==> src/rtl/mag_to_bcd_seq.sv <==
// Sequential signed-integer to packed-BCD converter using a one-bit-per-cycle
// shift-add-3 engine, with valid/ready handshakes on input and output.
module mag_to_bcd_seq #(
  parameter int WIDTH     = 24,
  parameter int DIGITS    = 8,
  parameter int SIGNED_IN = 0
) (
  input  logic                          clk,
  input  logic                          rst,
  input  logic                          in_valid,
  output logic                          in_ready,
  input  logic [WIDTH-1:0]              in_data,
  input  logic                          in_sign,
  output logic                          out_valid,
  input  logic                          out_ready,
  output logic [4*DIGITS-1:0]           out_bcd,
  output logic                          out_sign,
  output logic [$clog2(DIGITS+1)-1:0]   out_ndig,
  output logic                          out_ovf,
  output logic [1:0]                    dbg_state
);

  // Handshake: a word transfers on any rising edge where valid and ready are
  // both high; valid holds its payload until that edge, ready may toggle freely.

  localparam int BW = 4 * DIGITS;
  localparam int CW = (WIDTH > 2) ? $clog2(WIDTH) : 1;
  localparam int NW = $clog2(DIGITS + 1);

  typedef enum logic [1:0] {
    IDLE  = 2'd0,
    SHIFT = 2'd1,
    DONE  = 2'd2
  } state_e;

  state_e          state_q, state_d;
  logic [WIDTH-1:0] mag_q;
  logic [BW-1:0]    bcd_q;
  logic             ovf_q;
  logic             sign_q;
  logic [CW-1:0]    cnt_q;

  logic [WIDTH-1:0] load_mag;
  logic             load_sign;
  logic             accept;
  logic             last_shift;
  logic [BW-1:0]    bcd_adj;
  logic [BW-1:0]    bcd_next;
  logic [WIDTH-1:0] mag_next;
  logic             ovf_next;
  logic [NW-1:0]    ndig_next;

  assign in_ready   = (state_q == IDLE) & ~rst;
  assign out_valid  = (state_q == DONE);
  assign dbg_state  = state_q;
  assign accept     = in_valid & in_ready;
  assign last_shift = (state_q == SHIFT) && (cnt_q == '0);

  // Two's-complement negation stays in WIDTH bits so the most negative value
  // maps onto its own bit pattern as an unsigned magnitude.
  always_comb begin
    load_mag  = in_data;
    load_sign = in_sign & (|in_data);
    if (SIGNED_IN != 0) begin
      load_sign = in_data[WIDTH-1];
      load_mag  = load_sign ? (~in_data + WIDTH'(1)) : in_data;
    end
  end

  always_comb begin
    bcd_adj = bcd_q;
    for (int i = 0; i < DIGITS; i++) begin
      if (bcd_q[4*i +: 4] >= 4'd5) bcd_adj[4*i +: 4] = bcd_q[4*i +: 4] + 4'd3;
    end
    bcd_next = {bcd_adj[BW-2:0], mag_q[WIDTH-1]};
    mag_next = {mag_q[WIDTH-2:0], 1'b0};
    ovf_next = ovf_q | bcd_adj[BW-1];
    ndig_next = NW'(1);
    for (int i = 0; i < DIGITS; i++) begin
      if (bcd_next[4*i +: 4] != 4'd0) ndig_next = NW'(i + 1);
    end
    if (ovf_next) ndig_next = NW'(DIGITS);
  end

  always_comb begin
    state_d = state_q;
    case (state_q)
      IDLE:    if (accept) state_d = SHIFT;
      SHIFT:   if (cnt_q == '0) state_d = DONE;
      DONE:    if (out_ready) state_d = IDLE;
      default: state_d = IDLE;
    endcase
  end

  always_ff @(posedge clk) begin
    if (rst) state_q <= IDLE;
    else     state_q <= state_d;
  end

  always_ff @(posedge clk) begin
    if (rst) begin
      mag_q    <= '0;
      bcd_q    <= '0;
      ovf_q    <= 1'b0;
      sign_q   <= 1'b0;
      cnt_q    <= '0;
      out_bcd  <= '0;
      out_sign <= 1'b0;
      out_ndig <= '0;
      out_ovf  <= 1'b0;
    end else begin
      if ((state_q == IDLE) && accept) begin
        mag_q  <= load_mag;
        sign_q <= load_sign;
        bcd_q  <= '0;
        ovf_q  <= 1'b0;
        cnt_q  <= CW'(WIDTH - 1);
      end
      if (state_q == SHIFT) begin
        bcd_q <= bcd_next;
        mag_q <= mag_next;
        ovf_q <= ovf_next;
        cnt_q <= cnt_q - CW'(1);
      end
      // Result fields only move on the edge that enters DONE.
      if (last_shift) begin
        out_bcd  <= bcd_next;
        out_sign <= sign_q;
        out_ovf  <= ovf_next;
        out_ndig <= ndig_next;
      end
    end
  end

endmodule
==> config.mk <==
export PLATFORM = sky130hd
export DESIGN_NAME = mag_to_bcd_seq
export DESIGN_NICKNAME = d
export VERILOG_FILES = /design/src/rtl/mag_to_bcd_seq.sv
export SDC_FILE = /design/constraint.sdc
export NUM_CORES = 1
export LEC_CHECK = 0
export ABC_AREA = 1
export CORE_AREA = 4 4 97 99
export DETAILED_ROUTE_END_ITERATION = 6
export DIE_AREA = 0 0 101 103
export GPL_ROUTABILITY_DRIVEN = 1
export PLACE_DENSITY = 0.84
export SLEW_MARGIN = 20
export SYNTH_ARGS = -nofsm -noshare
export SYNTH_HDL_FRONTEND = slang
export SYNTH_SLANG_ARGS = --single-unit
==> constraint.sdc <==
create_clock -name clk -period 3.25 [get_ports clk]
set_input_delay 0.325 -clock clk [delete_from_list [all_inputs] [get_ports clk]]
set_output_delay 0.325 -clock clk [all_outputs]
set_load 0.01 [all_outputs]
### Yosys cells after proc, flatten, opt, wreduce, memory -nomap -nowiden

Cells that the tools add are included.

| word-level totals | value |
|---|---|
| word-level logic and storage cells | 81 |
| input bits | 29 |
| flip-flop bits (word level) | 103 |
| output and inout port bits | 42 |

| operators by class | value |
|---|---|
| $lt $le $gt $ge | 8 |
| mux-type cells | 28 |
| $add $sub $neg | 9 |
| bitwise operators | 5 |
| equality and inequality tests | 5 |
| reductions and logical operators | 15 |

Operator list:

| cell | number |
|---|---|
| 32-bit 2-to-1 mux | 2 |
| 4-bit 2-to-1 mux | 15 |
| 24-bit 2-to-1 mux | 2 |
| 4-bit by 2-bit adder with 4-bit output, second input constant | 8 |
| 4-bit by 3-bit >= comparator with 1-bit output, second input constant | 8 |
| 4-bit nonzero test | 7 |
| 24-bit OR reduction | 1 |
| 5-bit 2-to-1 mux | 2 |
| 2-bit 2-to-1 mux | 4 |
| 2-bit case mux with 3 select lines | 1 |
| 5-bit zero test | 1 |
| 5-bit by 1-bit subtractor with 5-bit output, second input constant | 1 |
| 2-bit by 1-bit inequality test with 1-bit output, second input constant | 2 |
| 1-bit bitwise AND | 3 |
| 3-bit AND reduction | 1 |
| 2-bit by 1-bit equality test with 1-bit output, second input constant | 1 |
| 2-bit equality test, second input constant | 1 |
| 1-bit logical AND | 2 |
| 2-bit zero test | 1 |
| 1-bit 2-to-1 mux | 2 |
| 2-bit inequality test, second input constant | 1 |
| 2-bit nonzero test | 1 |
| 2-bit OR reduction | 1 |
| 1-bit NOT | 1 |
| 1-bit OR | 1 |

### Logic depth before layout (Yosys ltp)

| depth | value |
|---|---|
| word-level depth | 11 |
| mapped depth | 16 |
| depth with buffers taken out | 16 |

### Least setup slack after synthesis

No wires, ideal clock.

| timing | value |
|---|---|
| path kind | reg-to-reg |
| start point | register bcd_q[12] |
| end point | register out_ndig[1] |
| setup slack | 1615 ps |
| path buffers | 0 |
| required time | 3183 ps |
| period minus slack after synthesis | 1635 ps |
| library setup time | 67 ps |
| arrival time | 1567 ps |
| stages on the path, launching flop included | 16 |
| path through | dfxtp_1 > inv_1 > ha_1 > nor2_4 > nor2_4 > inv_2 > nand2_2 > nand2_2 > nand2_1 > nor2_2 > inv_1 > nor2_2 > nand2_1 > nand2_1 > nand2_1 > a21oi_2 |

| between the ends | value |
|---|---|
| longest elaborated chain between the ends | 9 |
| elaborated cells on any way between the ends | 11 |
| classes of those cells | 1 x add/sub; 1 x order compare; 7 x mux; 2 x reduce/logical |

Ends and longest elaborated chain:

| what | line | RTL |
|---|---|---|
| start: declaration | 38 | `logic [BW-1:0] bcd_q;` |
| start signal: assignment | 120 | `bcd_q <= bcd_next;` |
| 4-bit by 2-bit adder with 4-bit output or 4-bit by 3-bit >= comparator with 1-bit output (tied branches) | 73 | `if (bcd_q[4*i +: 4] >= 4'd5) bcd_adj[4*i +: 4] = bcd_q[4*i +: 4] + 4'd3;` |
| 4-bit 2-to-1 mux * | 73 |  |
| 4-bit nonzero test | 80 | `if (bcd_next[4*i +: 4] != 4'd0) ndig_next = NW'(i + 1);` |
| 4-bit 2-to-1 mux | 80 |  |
| 4-bit 2-to-1 mux * (4 in a row) | 80 |  |
| 4-bit 2-to-1 mux * | 82 | `if (ovf_next) ndig_next = NW'(DIGITS);` |
| end signal: assignment | 130 | `out_ndig <= ndig_next;` |
| end: declaration | 18 | `output logic [$clog2(DIGITS+1)-1:0] out_ndig,` |

Every way passes the cells marked *; elsewhere a longest branch is shown, timed or not.
A chain may end at the register's enable or synchronous reset.

### Final worst setup path

| timing | value |
|---|---|
| start point | register cnt_q[0] |
| end point | register out_ndig[0] |

| between the ends | value |
|---|---|
| longest elaborated chain between the ends | 2 |

Ends and longest elaborated chain:

| what | line | RTL |
|---|---|---|
| start: declaration | 41 | `logic [CW-1:0] cnt_q;` |
| start signal: assignment | 117 | `cnt_q <= CW'(WIDTH - 1);` |
| start signal: assignment | 123 | `cnt_q <= cnt_q - CW'(1);` |
| 5-bit zero test | 57 | `assign last_shift = (state_q == SHIFT) && (cnt_q == '0);` |
| 1-bit logical AND | 57 |  |

No other way between the ends.

==> out/metrics.json <==
{
  "grt_antenna_before_repair": {"value": 0},
  "drt_iter0_markers": {"value": 303},
  "post-place-ws": {"value": 1.03, "unit": "ns"},
  "grt_start_max_net_pins": {"value": 75},
  "timing.critical_path.required": {"value": 3.54, "unit": "ns"},
  "tritoncts": {"value": "done"},
  "p_total": {"value": 2870, "unit": "uW"},
  "final_total_negative_setup_slack": {"value": 0, "unit": "ns"},
  "ff2ff_path_depth": {"value": 9},
  "synth_area_leaders": {"value": "dfxtp_1 42%, nand2_1 17%, inv_1 6.3%"},
  "transition_time_of_the_tightest_slew_check_pin": {"value": 0.940, "unit": "ns"},
  "power.ir.vdd_worst": {"value": 408, "unit": "uV"},
  "diodes_inserted": {"value": 0},
  "number_of_hold_buffers_added_after_cts": {"value": 0},
  "critical-path-max-stage-delay": {"value": 0.45, "unit": "ns"},
  "worst_slack": {"value": 1.16, "unit": "ns"},
  "fp.dieArea": {"value": 10400, "unit": "sq um"},
  "outcome": {"value": "completed"},
  "grt_pass1_wl": {"value": 18900, "unit": "um"},
  "drcViolationCount": {"value": 0},
  "drtAntennaViolNets": {"value": 0},
  "post_synth_instance_area": {"value": 4920, "unit": "sq um"},
  "number_of_synthesized_flops_with_an_enable_pin": {"value": 0},
  "crit_arrival": {"value": 2.37, "unit": "ns"},
  "flow.area_growth_from_synthesis": {"value": 18.5, "unit": "%"},
  "coreArea": {"value": 8550, "unit": "sq um"},
  "timing.max_cap.violations": {"value": 0},
  "slew-limit-headroom": {"value": 37.2, "unit": "%"},
  "min_period_over_period": {"value": 64.2, "unit": "%"},
  "clk_latency": {"value": 0.36, "unit": "ns"},
  "synthArstFlopShare": {"value": 0, "unit": "%"},
  "die_height": {"value": 103, "unit": "um"},
  "cts-htree-levels": {"value": 3},
  "period_minus_slack": {"value": 2.09, "unit": "ns"},
  "setup.worst_path.end_class": {"value": "flop"},
  "grt.overflow.total": {"value": 0},
  "synth-main-ff-cell": {"value": "dfxtp_1"},
  "report.final.hold_viol_count": {"value": 0},
  "worst_path_max_delay_cell": {"value": "buf_4"},
  "gp_routability_congestion": {"value": 0.866},
  "min_delay_path_depth": {"value": 2},
  "drt_wl_total": {"value": 11400, "unit": "um"},
  "total_power_per_unit_cell_area": {"value": 493, "unit": "nW/um^2"},
  "drt-vias-per-instance": {"value": 5.45},
  "worst_clock_skew": {"value": 0.0102, "unit": "ns"},
  "initial_core_util": {"value": 57.6, "unit": "%"},
  "finalSetupViolations": {"value": 0},
  "fin_max_slew_vios": {"value": 0},
  "floorplan.die.width": {"value": 101, "unit": "um"},
  "grt_setup_unrepaired": {"value": "false"},
  "yosysSeqAreaShare": {"value": 41.9, "unit": "%"},
  "path_max_fanout": {"value": 56},
  "cts-buffers-inserted": {"value": 9},
  "syn_inst_count": {"value": 698},
  "synth_largest_type_area_fraction": {"value": 41.9, "unit": "%"},
  "number_of_synthesized_register_bits": {"value": 103},
  "cts-root-buf": {"value": "clkbuf_8"},
  "num_rows": {"value": 34},
  "postSynthAreaPerCell": {"value": 7.05, "unit": "sq um"},
  "dp.cells": {"value": 848},
  "synth_most_common_cell": {"value": "nand2_1"},
  "start_kind": {"value": "flop"},
  "worstSetupPathType": {"value": "reg -> reg"},
  "min_path_type": {"value": "reg -> reg"},
  "post_cts_resized": {"value": 0},
  "layout.cells.non_filler": {"value": 862},
  "via_count": {"value": 4699},
  "cts-root-to-sink-buffers": {"value": 2},
  "vias_in_the_first_global_route": {"value": 4387},
  "nets": {"value": 798},
  "ys_warn_count": {"value": 0},
  "detailedRoute.firstPassIterationCount": {"value": 5},
  "crit_chain": {"value": "inv_1 -> ha_1 -> nand3_1 -> nor2_4 -> buf_4 -> nand2_1 -> nor2_4 -> nand2_1 -> a21oi_1"},
  "yosysTopAreaCell": {"value": "dfxtp_1"},
  "fmax": {"value": 479, "unit": "MHz"},
  "portBuffers": {"value": 70},
  "clkSlewWorstSetupHoldPaths": {"value": 0.09, "unit": "ns"},
  "wl_per_cell": {"value": 13.2, "unit": "um"},
  "synth_common_cells": {"value": "227 x nand2_1, 103 x dfxtp_1, 83 x inv_1"},
  "cts_sinks": {"value": 103},
  "static-leakage-power": {"value": 0.00235, "unit": "uW"},
  "post_route_cells_drive_above_1_share": {"value": 4.77, "unit": "%"},
  "synth_nets": {"value": 745},
  "place_hpwl": {"value": 7630, "unit": "um"},
  "ioPinCount": {"value": 71},
  "final_core_util": {"value": 68.2, "unit": "%"},
  "synth_cell_type_count": {"value": 32},
  "globalRouteTotalUtil": {"value": 22.3, "unit": "%"},
  "cts_post_setup_buffers_inserted": {"value": 0}
}
## where the power goes
group / total (uW) / switching, uW / internal [uW]
sequential: 1420 / 60.0 / 1360
combinational: 609 / 369 / 239
clock: 842 / 417 / 425
## final timing paths
kind | startpoint | end | slack, ns
worst max register to register | cnt_q[0]$_SDFFE_PP0P_ | out_ndig[0]$_SDFFE_PP0P_ | 1.16
worst min-delay path | out_bcd[11]$_SDFFE_PP0P_ | out_bcd[11]$_SDFFE_PP0P_ | 0.47
worst max-delay path | cnt_q[0]$_SDFFE_PP0P_ | out_ndig[0]$_SDFFE_PP0P_ | 1.16
worst min register to register | out_bcd[11]$_SDFFE_PP0P_ | out_bcd[11]$_SDFFE_PP0P_ | 0.47
## flip-flops by register name, indices dropped and copies added, names as in the netlist
signal and cells:
out_sign 1, mag_q 24, out_ovf 1, sign_q 1, out_bcd 32, dbg_state 2
ovf_q 1, bcd_q 32, out_ndig 4, cnt_q 5
## per-layer routing
metal,routed length [um],share of wire (%),up-vias,global-route usage [%]
li1,-,-,2359,-
met1,4930,43,2146,27.6
met2,5430,48,167,38.2
met3,739,6.5,27,4.40
met4,270,2.4,0,9.30
met5,0,0,-,0
## cell families (layout without fill, tap and decap cells)
group	Yosys count	count (layout)	share of synthesized area [%]
multiplexers	1	1	0.203
AO/OA/AOI/OAI	143	143	16.3
flip-flops	103	103	41.9
AND/OR/NAND/NOR	304	304	25.7
XOR/XNOR	9	9	1.60
adder cells (fa/ha/maj)	18	18	4.58
buffers and inverters	120	176	9.74
## cells in the final DEF, fill, tap and decap left out, drive strengths merged
cell,count
ha,18
a21oi,61
a32o,1
nand2,230
mux2i,1
dfxtp,103
o21ai,38
xor2,9
clkinvlp,1
nand3,21
nand4,10
inv,88
o211ai,11
clkinv,2
buf,4
a31oi,25
bufinv,2
or2,1
nor3,4
nor2,34
a31o,1
clkbuf,10
nor4,4
o22ai,3
clkdlybuf4s50,69
a221oi,3
## area by class of cell
cell class              count  area, sq um
well taps                 108          135
flip-flops and latches    103         2060
multi-input cells         475         2380
repair buffers             73          718
clock buffers              10          128
clock inverters             4         72.6
fillers                   720         2720
inverters                  89          334
## critical path, delay by kind of cell (launching register included)
family,cells,cell delay [ns]
AOI/OAI and AO/OA,1,0.13
adders and majority gates,1,0.17
buffers and inverters,2,0.57
DFF,1,0.34
and+or+nand+nor,5,0.79
## through the flow
stage	cell area, sq um	hold slack [ns]
CTS	5830	0.468
detailed placement	5630	0.455
global placement	5630	0.449
global route	5830	0.491
finish	5830	0.470
floorplan	4920	0.440
Note: power is estimated with default switching activity, not from simulation.
